--- src/rtl/lane_scroller_if.sv ---
// Bus between the frog-game control logic and one road lane.
// The master drives the control inputs and the slave drives the lane state back.
interface lane_scroller_if #(
  parameter int LANE_WIDTH = 10
);
  logic                  i_Tick;
  logic                  i_Start;
  logic                  i_Pause;
  logic                  i_Load;
  logic [LANE_WIDTH-1:0] i_Pattern;
  logic [3:0]            i_Frog_Col;
  logic [LANE_WIDTH-1:0] o_Lane;
  logic                  o_Step;
  logic                  o_Hit;
  logic                  o_Running;

  modport master (
    output i_Tick, i_Start, i_Pause, i_Load,
    output i_Pattern, i_Frog_Col,
    input  o_Lane, o_Step, o_Hit, o_Running
  );

  modport slave (
    input  i_Tick, i_Start, i_Pause, i_Load,
    input  i_Pattern, i_Frog_Col,
    output o_Lane, o_Step, o_Hit, o_Running
  );
endinterface

--- src/rtl/lane_scroller.sv ---
// One road lane: rotates a car bitmap every TICKS_PER_STEP ticks
// and reports whether a car sits under the frog column.
module lane_scroller #(
  parameter int                    LANE_WIDTH     = 10,
  parameter int                    TICKS_PER_STEP = 4,
  parameter bit                    DIRECTION      = 1'b0,
  parameter logic [LANE_WIDTH-1:0] INIT_PATTERN   = 10'b0011000110
) (
  input  logic i_Clk,
  input  logic i_Rst,
  lane_scroller_if.slave bus
);

  localparam int CW =
    (TICKS_PER_STEP > 1) ? $clog2(TICKS_PER_STEP) : 1;
  localparam logic [CW-1:0] LAST = CW'(TICKS_PER_STEP - 1);

  typedef enum logic [1:0] {
    IDLE,
    RUN,
    PAUSED
  } state_t;

  state_t                state_q, state_d;
  logic [CW-1:0]         cnt_q;
  logic [LANE_WIDTH-1:0] lane_q;
  logic [LANE_WIDTH-1:0] lane_rot;
  logic                  step_q, hit_q, run_q;
  logic                  count_en, wrap;

  // Pause wins over a same-cycle tick, so counting needs both.
  assign count_en = (state_q == RUN) && !bus.i_Pause && bus.i_Tick;
  assign wrap     = count_en && (cnt_q == LAST);

  generate
    if (DIRECTION) begin : g_left
      assign lane_rot = {lane_q[LANE_WIDTH-2:0], lane_q[LANE_WIDTH-1]};
    end else begin : g_right
      assign lane_rot = {lane_q[0], lane_q[LANE_WIDTH-1:1]};
    end
  endgenerate

  always_comb begin
    state_d = state_q;
    unique case (state_q)
      IDLE:    if (bus.i_Start) state_d = RUN;
      RUN:     if (bus.i_Pause) state_d = PAUSED;
      PAUSED:  if (!bus.i_Pause) state_d = RUN;
      default: state_d = IDLE;
    endcase
  end

  always_ff @(posedge i_Clk or posedge i_Rst) begin
    if (i_Rst) begin
      state_q <= IDLE;
      run_q   <= 1'b0;
    end else begin
      state_q <= state_d;
      run_q   <= (state_d == RUN);
    end
  end

  // A load overrides any step landing in the same cycle.
  always_ff @(posedge i_Clk or posedge i_Rst) begin
    if (i_Rst) begin
      lane_q <= INIT_PATTERN;
      cnt_q  <= '0;
      step_q <= 1'b0;
    end else if (bus.i_Load) begin
      lane_q <= bus.i_Pattern;
      cnt_q  <= '0;
      step_q <= 1'b0;
    end else if (wrap) begin
      lane_q <= lane_rot;
      cnt_q  <= '0;
      step_q <= 1'b1;
    end else begin
      step_q <= 1'b0;
      if (count_en) cnt_q <= cnt_q + 1'b1;
    end
  end

  always_ff @(posedge i_Clk or posedge i_Rst) begin
    if (i_Rst) begin
      hit_q <= 1'b0;
    end else if (bus.i_Frog_Col < 4'(LANE_WIDTH)) begin
      hit_q <= lane_q[bus.i_Frog_Col];
    end else begin
      hit_q <= 1'b0;
    end
  end

  assign bus.o_Lane    = lane_q;
  assign bus.o_Step    = step_q;
  assign bus.o_Hit     = hit_q;
  assign bus.o_Running = run_q;

endmodule

--- src/flat_wrapper.sv ---
// flat-port wrapper written by rule: the top's interface ports become plain ports
module lane_scroller_flat 
#(
  parameter int                    LANE_WIDTH     = 10,
  parameter int                    TICKS_PER_STEP = 4,
  parameter bit                    DIRECTION      = 1'b0,
  parameter logic [LANE_WIDTH-1:0] INIT_PATTERN   = 10'b0011000110
)
  (i_Clk, i_Rst, bus_i_Tick, bus_i_Start, bus_i_Pause, bus_i_Load, bus_i_Pattern, bus_i_Frog_Col, bus_o_Lane, bus_o_Step, bus_o_Hit, bus_o_Running);
  lane_scroller_if #(.LANE_WIDTH(LANE_WIDTH)) bus_i ();
  input  logic i_Clk;
  input  logic i_Rst;
  input wire logic [$bits(bus_i.i_Tick)-1:0] bus_i_Tick;
  input wire logic [$bits(bus_i.i_Start)-1:0] bus_i_Start;
  input wire logic [$bits(bus_i.i_Pause)-1:0] bus_i_Pause;
  input wire logic [$bits(bus_i.i_Load)-1:0] bus_i_Load;
  input wire logic [$bits(bus_i.i_Pattern)-1:0] bus_i_Pattern;
  input wire logic [$bits(bus_i.i_Frog_Col)-1:0] bus_i_Frog_Col;
  output wire logic [$bits(bus_i.o_Lane)-1:0] bus_o_Lane;
  output wire logic [$bits(bus_i.o_Step)-1:0] bus_o_Step;
  output wire logic [$bits(bus_i.o_Hit)-1:0] bus_o_Hit;
  output wire logic [$bits(bus_i.o_Running)-1:0] bus_o_Running;
  assign bus_i.i_Tick = bus_i_Tick;
  assign bus_i.i_Start = bus_i_Start;
  assign bus_i.i_Pause = bus_i_Pause;
  assign bus_i.i_Load = bus_i_Load;
  assign bus_i.i_Pattern = bus_i_Pattern;
  assign bus_i.i_Frog_Col = bus_i_Frog_Col;
  assign bus_o_Lane = bus_i.o_Lane;
  assign bus_o_Step = bus_i.o_Step;
  assign bus_o_Hit = bus_i.o_Hit;
  assign bus_o_Running = bus_i.o_Running;
  lane_scroller #(.LANE_WIDTH(LANE_WIDTH), .TICKS_PER_STEP(TICKS_PER_STEP), .DIRECTION(DIRECTION), .INIT_PATTERN(INIT_PATTERN)) u_core (.i_Clk(i_Clk), .i_Rst(i_Rst), .bus(bus_i));
endmodule
--- config.mk ---
export PLATFORM = sky130hd
export DESIGN_NAME = lane_scroller_flat
export DESIGN_NICKNAME = d
export VERILOG_FILES = /design/src/rtl/lane_scroller_if.sv /design/src/rtl/lane_scroller.sv /design/src/flat_wrapper.sv
export SDC_FILE = /design/constraint.sdc
export NUM_CORES = 1
export LEC_CHECK = 0
export BUFFER_PORTS_ARGS = -buffer_cell sky130_fd_sc_hd__buf_2
export CAP_MARGIN = 30
export CORE_AREA = 2 2 48 50
export CTS_BUF_LIST = sky130_fd_sc_hd__clkbuf_8 sky130_fd_sc_hd__clkbuf_16
export DETAILED_ROUTE_END_ITERATION = 7
export DIE_AREA = 0 0 50 52
export PLACE_DENSITY = 0.81
export SLEW_MARGIN = 20
export SYNTH_ARGS = -nofsm -noshare
export SYNTH_HDL_FRONTEND = slang
export SYNTH_SLANG_ARGS = --single-unit
--- constraint.sdc ---
create_clock -name i_Clk -period 1.83 [get_ports i_Clk]
set_input_delay 0.183 -clock i_Clk [delete_from_list [all_inputs] [get_ports i_Clk]]
set_output_delay 0.183 -clock i_Clk [all_outputs]
set_load 0.02 [all_outputs]
# ---- Word-level counts from Yosys, hierarchy flattened
# Index checks and enable logic that the tools add are counted.
dict set report word_totals {
  reg_bits 17
  out_inout_bits 13
  inputBits 20
  elab_cells 34
}
dict set report op_classes {
  magnitude_cmp 2
  n_reduce_logical 7
  n_mux 14
  add_sub_neg 1
  n_eq_ne 4
}
# operator count
set op_table {}
lappend op_table {{$mux 10} 2}
lappend op_table {{$mux 2} 6}
lappend op_table {{$pmux 2 s3} 1}
lappend op_table {{$lt 4x5->1 const B} 1}
lappend op_table {{$bmux 1 s4} 1}
lappend op_table {{$eq 2x1->1 const B} 2}
lappend op_table {{$eq 2x2->1 const B} 2}
lappend op_table {{$lt 4x4->1 const B} 1}
lappend op_table {{$mux 1} 4}
lappend op_table {{$logic_and 1x1->1} 3}
lappend op_table {{$reduce_bool 3->1} 1}
lappend op_table {{$add 2x1->2 const B} 1}
lappend op_table {{$logic_not 2->1} 1}
lappend op_table {{$reduce_bool 2->1} 1}
lappend op_table {{$logic_not 1->1} 1}

# ---- Depth between registers and ports, before layout
# Gate-level depths: netlist (run 1).
dict set report depth {
  depth_word 6
  mapped_depth 4
  ltp_nobuf 3
}

# ---- Worst setup path before layout (run 1)
# OpenSTA, ideal clock, no wires.
dict set report synth_timing {
  kind {flip-flop to flip-flop}
  startpoint {register u_core.lane_q[3], in the netlist u_core.bus.o_Lane[3]}
  endpoint {register u_core.hit_q, in the netlist u_core.bus.o_Hit}
  slack_ps 474
  path_stages_with_launch 4
  t_arrival_ps 1235
  required_time_ps 1708
  setup_time_ps 122
  n_path_buf 0
  period_less_slack_ps 1356
  cell_sequence {dfrtp_1 -> mux4_2 -> a2bb2oi_1 -> a32o_1}
}
dict set report synth_between {
  elab_chain_len 3
}
# element line
set synth_lines {}
lappend synth_lines {{from (decl)} lane_scroller.sv:26} ;# logic [LANE_WIDTH-1:0] lane_q;
lappend synth_lines {{from (signal assigned)} lane_scroller.sv:70} ;# lane_q <= bus.i_Pattern;
lappend synth_lines {{from (signal assigned)} lane_scroller.sv:74} ;# lane_q <= lane_rot;
lappend synth_lines {{$bmux 1 s4} lane_scroller.sv:87} ;# hit_q <= lane_q[bus.i_Frog_Col];
lappend synth_lines {{$mux 1 (implied by the code)} lane_scroller.sv:87}
lappend synth_lines {{$mux 1} lane_scroller.sv:86} ;# end else if (bus.i_Frog_Col < 4'(LANE_WIDTH)) begin
lappend synth_lines {{to (signal assigned)} lane_scroller.sv:87}
lappend synth_lines {{to (decl)} lane_scroller.sv:28} ;# logic step_q, hit_q, run_q;
# Every way passes these cells. The select of a mux whose other input is x is not followed.
# A chain may end at the register's enable or synchronous reset.

# ---- Final worst setup path (run 1)
dict set report layout_timing {
  startpoint {register u_core.cnt_q[0]}
  endpoint {register u_core.lane_q[0], in the netlist u_core.bus.o_Lane[0]}
}
dict set report layout_between {
  elab_chain_len 3
}
# element line
set layout_lines {}
lappend layout_lines {{from (decl)} lane_scroller.sv:25} ;# logic [CW-1:0] cnt_q;
lappend layout_lines {{from (signal assigned)} lane_scroller.sv:79} ;# if (count_en) cnt_q <= cnt_q + 1'b1;
lappend layout_lines {{$eq 2x2->1} lane_scroller.sv:33} ;# assign wrap = count_en && (cnt_q == LAST);
lappend layout_lines {{$logic_and 1x1->1} lane_scroller.sv:33}
lappend layout_lines {{$reduce_bool 2->1 (no line)} --}
# Every way passes these cells.

==> results.md, run 1 <==
- M1 GR Usage: 0.214
- Synth-to-Final Area Change: 21.5%
- Antenna-violating nets left: 0
- Tightest Pin Transition: between 600 and 700 ps
- Htree depth: 1
- RSZ-0062 raised after global routing: no
- CTS buffer count: 3
- Critical Path End Type: flip-flop
- Share of cells above drive strength 1: 0.347
- Critical setup path kind: flip-flop to flip-flop
- Max cap viols: 0
- Clock Skew: 3.33 ps
- Synth Flop Type: dfrtp_1
- Max Fclk: 0.679 GHz
- Setup TNS: 0 ps
- Mapped cell area: around 960 sq um
- Number of diodes: 0
- Clk pin slew, worst setup/hold paths: approximately 70 ps
- Met3 Use GR: 0.0402
- Fin Hold WS: 13.7 ps
- Hold Violations, Final: 0
- Max-slew headroom: 0.563
- 1st-iter DRT viols: 13
- Hold_buf cts: 0
- Ys Warns: 0
- Final setup violation count: 0
- Die area: between 2000 and 3000 sq um
- Crit path DAT: 1610 ps
- Multi-input gate area: 490 sq um
- Part of the cycle the worst path needs: 0.805
- Crit-path max FO: 22
- Slew Limit Fails: 0
- CTS tree: done
- Area contributors post-synth: dfrtp_1, dfstp_2, o31a_1
- Post-synth top area cell: dfrtp_1
- Via count: 786
- Drt pass-1 iters: 4
- R2R cell count: 3
- GP Congestion: 0.767
- Met2 Usage GRT: 0.281
- Worst min-delay path category: primary input to asynchronous set/reset pin
- Async set-reset flop share out of synthesis: 1.00
- Flop2flop setup slack: about 360 ps
- Nets@finish: approximately 140
- Initial antenna violation count: 0
- Fill cell count: 193
- Rows: 17
- CP startpoint kind: flip-flop
- Die X: 50 microns
- Post-Route WL: about 2.0 mm
- Post-CTS Setup Bufs: 0
- Core ar.: 2110 sq um
- Syn nets: 112
- IO Count: 33
- Reg2reg end: u_core.bus.o_Lane[0]
- Sequential-to-total area share from yosys stat: 0.446
- Pin count of the biggest net entering global routing: 24
- Syn Area/Cell: between 10 and 15 sq um
- Static leakage: 0.570 nW
- Run status: finished clean
- Total power: 0.00105 W
- Wirelength per Cell: approximately 13 microns
- Cell count after synthesis: 91
- Yosys cell types: 28
- CP Data Required Time: ~2000 ps
- Tot GR Track Use: 0.167
- Effective utilization at floorplan: 0.458
- First-pass GRT wire length: about 3.4 mm
- Resized cells post-CTS: 0
- Die H: approximately 52 microns
- PD cells: slightly below 900 nW/um^2
- Register bit total from synthesis: 17
- Port bufs: 32
- Post-synth top area share: 0.337
- Most used routing layer: met2
- FF/Latch Area: between 400 and 500 sq um
- Worst-Skew Late Latency: 250 ps
- Remaining DRCs: 0
- Placed Area: about 1100 sq um
- Vias in the first global route: roughly 770
- CTS sink count: 17
- Most frequent cells after synthesis: dfrtp_1, and3_1, nand2b_1, o31a_1, a21boi_0
- Root buf cell: clkbuf_8
- Max IR drop VDD: about 0.59 mV
- Period minus WS final: around 1500 ps
- DP HPWL: between 1 and 1.5 mm
- RR Startpoint: u_core.cnt_q[0]
- Grt ovf: 0
- Routed vias/inst: around 5.3
- Clock Tree Buf Depth: 2
- Number of synthesized flops with an enable pin: 0
- Design area: 1170 sq um
- Top-count cell post-synth: dfrtp_1
[how the worst max path moves through the flow]
stage                                    start                   end
after CTS                      u_core.cnt_q[0]       u_core.cnt_q[0]
after detailed placement       u_core.cnt_q[0]  u_core.bus.o_Lane[8]
after floorplan           u_core.bus.o_Lane[3]      u_core.bus.o_Hit
after global routing           u_core.cnt_q[0]  u_core.bus.o_Lane[0]
final                          u_core.cnt_q[0]  u_core.bus.o_Lane[0]
after global placement         u_core.cnt_q[0]  u_core.bus.o_Lane[4]
[sequential cells by signal, summed over array words and instances (netlist names)]
register and cells:
u_core.bus.o_Step 1, u_core.bus.o_Hit 1, u_core.cnt_q 2, u_core.bus.o_Lane 10, u_core.bus.o_Running 1, u_core.state_q 2
[area by class of cell]
class                   count  area share
multi-input cells          65       0.418
clock inverters             1     0.00320
flip-flops and latches     17       0.367
inverters                   3     0.00961
repair buffers             32       0.137
clock buffers               3      0.0352
well taps                  28      0.0299
[worst max-delay path, stage by stage (launching register included)]
cell,delay [ps]
dfrtp_1,370
ha_1,540
a21boi_0,180
o31a_1,280
[routing by layer]
metal	vias to the layer above	wire, microns
met5	-	0
met4	0	10
met3	2	110
met2	26	907
met1	364	940
li1	394	-
[metrics by stage]
step           setup WS [ps]   util  std cells
2_1_floorplan            474      -         91
3_3_place_gp             444  0.535        145
3_5_place_dp             399  0.535        145
4_1_cts                  385  0.557        149
5_1_grt                  194  0.557        149
6_report                 357  0.557        149
[kinds of logic (layout without fill, tap and decap cells)]
family / count (synthesis) / count (layout) / synth area share
buffers and inverters: 9 / 39 / 0.0454
multiplexers: 5 / 5 / 0.0661
AO/OA/AOI/OAI: 28 / 28 / 0.226
AND/OR/NAND/NOR: 30 / 30 / 0.195
adder cells (fa/ha/maj): 1 / 1 / 0.0130
XOR/XNOR: 1 / 1 / 0.00908
flip-flops: 17 / 17 / 0.446
[where the power goes]
part / internal [W] / total (W) / switching, W
Clock: 0.000149 / 0.000272 / 0.000124
Sequential: 0.000441 / 0.000498 / 0.0000572
Combinational: 0.000132 / 0.000278 / 0.000146
[cell usage in the layout, fill, tap and decap left out, types with 2 or more instances in the layout]
cell,count
o21a_1,2
buf_2,32
dfstp_2,4
inv_1,4
o31a_1,10
and3_1,10
clkbuf_8,3
mux2i_1,3
nand2_1,4
a21oi_1,2
nand2b_1,10
nor2_1,2
a21boi_0,9
dfrtp_1,13
(Power assumes the default switching activity.)
==> run 2: changes to the inputs <==
Settings changed: ABC_AREA set to 1, PLACE_DENSITY 0.81 to 0.8.
Clock period 1.83 ns to 1.4 ns, I/O delays scaled along.
==> run 2 against run 1 <==
  * Sequential share of layout area hardly changed
  * Clock skew grew 0.60 ps
  * Register-to-register slack lost 200 ps
  * Routed wire length is 5.1% higher
  * Design area is 0.11% lower
  * Power grew 35%
  * Largest cell class is now sequential cells
  * Largest power group unchanged
==> results.md, run 2 <==
- Post-Route WL: 2.07 mm (+5.1%)
- Placed cells: 174 (+20%)
- Routed vias/inst: 4.88 (-7.5%)
- Core ar.: 2110 sq um (unchanged)
- Fin util: 0.556 (-0.000594)
- Nets@finish: 173 (+21%)
- CP startpoint kind: flip-flop
- CP Launch Point: u_core.state_q[1]
- Most frequent cells after synthesis: nand2_1, inv_1, dfrtp_1
- CP Data Required Time: 1590 ps (-370 ps)
- Sequential-to-total area share from yosys stat: 0.451 (+0.00527)
- PD cells: 1210 nW/um^2 (+35%)
- Initial antenna violation count: 0 (unchanged)
- Slew Limit Fails: 0 (unchanged)
- Mapped cell area: 953 sq um (-1.2%)
- WP buf/inv: 1 (+1)
- Number of diodes: 0 (unchanged)
- Period minus WS final: 1250 ps (-226 ps)
- Post-synth top area share: 0.341 (+0.00398)
- Die X: 50 microns (unchanged)
- Effective utilization at floorplan: 0.453 (-0.00535)
- CTS sink count: 17 (unchanged)
- Via count: 873 (+11%)
- Static leakage: 0.642 nW (+13%)
- Max cap viols: 0 (unchanged)
- Antenna-violating nets left: 0 (unchanged)
- 1st-iter DRT viols: 11 (-2)
- Clk pin slew, worst setup/hold paths: 70 ps (about the same)
- Yosys cell types: 22 (-21%)
- Fill cell count: 200 (+3.6%)
- CTS tree: done
- Synth Flop Type: dfrtp_1
- GP Congestion: 0.865 (+13%)
- RR Startpoint: u_core.state_q[1]
- CTS buffer count: 3 (unchanged)
- Final setup violation count: 0 (unchanged)
- Port bufs: 32 (unchanged)
- Cell count after synthesis: 117 (+29%)
- Root buf cell: clkbuf_8
- CP Cell Sequence: nor2_2 > nand3_2 > inv_2 > nand2_4 > nand2_4 > nand2_1 > o21ai_2
- Crit-path max FO: 21 (-4.5%)
- Fin worst setup slack: 153 ps (-204 ps)
- Crit path largest cell delay: 400 ps (-140 ps)
- Ys Warns: 0 (unchanged)
- Remaining DRCs: 0 (unchanged)
- Worst min-delay path category: primary input to flip-flop
- First-pass GRT wire length: 3.31 mm (-1.4%)
- Max Fclk: 0.802 GHz (+18%)
- Slowest-stage cell, CP: dfrtp_1
- Drt pass-1 iters: 4 (unchanged)
- Clock Skew: 3.92 ps (+0.596 ps)
- Max IR drop VDD: 0.644 mV (+8.9%)
- DP HPWL: 1.50 mm (+7.7%)
- Worst slack at placement: 178 ps (-221 ps)
- Die H: 52 microns (unchanged)
- Run status: finished clean
- Most frequent cells in the layout: nand2_1, buf_2, inv_1
- Top-count cell post-synth: nand2_1
- FF/Latch Area: 430 sq um (unchanged)
- Largest delay share family, worst path: simple AND/OR/NAND/NOR gates
- Syn Area/Cell: 8.15 sq um (-23%)
- Crit path DAT: 1430 ps (-180 ps)
- Number of synthesized flops with an enable pin: 0 (unchanged)
- Tightest Pin Transition: 659 ps (+4.48 ps)
- Area contributors post-synth: dfrtp_1, nand2_1, dfstp_2
- IO Count: 33 (unchanged)
- Tot GR Track Use: 0.172 (+0.00433)
- Setup TNS: 0 ps (unchanged)
- RSZ-0062 raised after global routing: no
- Critical setup path kind: flip-flop to flip-flop
- Hold Violations, Final: 0 (unchanged)
- Async set-reset flop share out of synthesis: 1.00 (unchanged)
- Htree depth: 1 (unchanged)
- Max-slew headroom: 0.560 (-0.00299)
- HP Start: bus_i_Pause
- Most common cell after layout, fill and taps aside: nand2_1
- Pin count of the biggest net entering global routing: 22 (-8.3%)
- Clock Tree Buf Depth: 2 (unchanged)
- Wirelength per Cell: 11.6 microns (-12%)
- Rows: 17 (unchanged)
- Vias in the first global route: 812 (+5.0%)
- Critical Path End Type: flip-flop
- Syn nets: 138 (+23%)
- Die area: 2600 sq um (unchanged)
- Register bit total from synthesis: 17 (unchanged)
- Resized cells post-CTS: 0 (unchanged)
- Multi-input gate area: 415 sq um (-15%)
- Share of cells above drive strength 1: 0.384 (+0.0370)
- Grt ovf: 0 (unchanged)
- Flop2flop setup slack: 150 ps (-200 ps)
- Worst-Skew Late Latency: 250 ps (about the same)
- Part of the cycle the worst path needs: 0.891 (+0.0861)
- Largest register FFs: 10 (unchanged)
- Synth-to-Final Area Change: 22.8%
- Post-synth top area cell: dfrtp_1
- Crit path top cell by count: nand2_4
- Final std cells w/o fill: 179 (+20%)
==> run 2: worst paths after layout <==
| path | to | cells after the start |
|---|---|---|
| max | u_core.bus.o_Lane[1] | 7 |
| min | u_core.state_q[0] | 2 |
| max reg2reg | u_core.bus.o_Lane[1] | 7 |
| min reg2reg | u_core.bus.o_Lane[1] | 2 |
| max in group asynchronous | u_core.bus.o_Hit | 3 |
| min in group asynchronous | u_core.state_q[1] | 3 |
==> run 2: timing repair <==
action                                 in CTS  in global routing
hold buffers                                1                  0
setup buffers                               0                  0
endpoints found under the hold margin      10                  0
==> run 2: through the flow <==
step           total power [W]  hold WS (ps)  instance area, sq um
6_report               0.00142           119                  1170
3_5_place_dp           0.00106           273                  1120
2_1_floorplan         0.000933          63.2                   953
5_1_grt                0.00150           117                  1170
3_3_place_gp           0.00104           247                  1120
4_1_cts                0.00143           110                  1170
==> run 2: layout make-up <==
class,count,share of cell area
Tap cell,28,0.0299
Sequential cell,17,0.368
Timing Repair Buffer,34,0.152
Multi-Input combinational cell,78,0.355
Clock inverter,1,0.00321
Inverter,18,0.0577
Clock buffer,3,0.0353
==> run 2: logic make-up after synthesis <==
logic type	synth area share
flops	0.451
fa+ha+maj	0.0131
simple gates	0.243
buf+inv	0.113
compound gates	0.180
==> run 2: per-layer routing <==
layer  wire length, microns  track usage  vias up
met3                    120       0.0374        4
met5                      0            0        -
li1                       -            -      440
met2                   1010        0.300       29
met1                    908        0.190      400
met4                     28        0.102        0
==> run 2: power breakdown <==
group	internal [W]	switching [W]	leakage, nW
combinational	0.000148	0.000270	0.407
clock	0.000195	0.000172	0.0269
sequential	0.000584	0.0000484	0.208
total	0.000927	0.000491	0.642
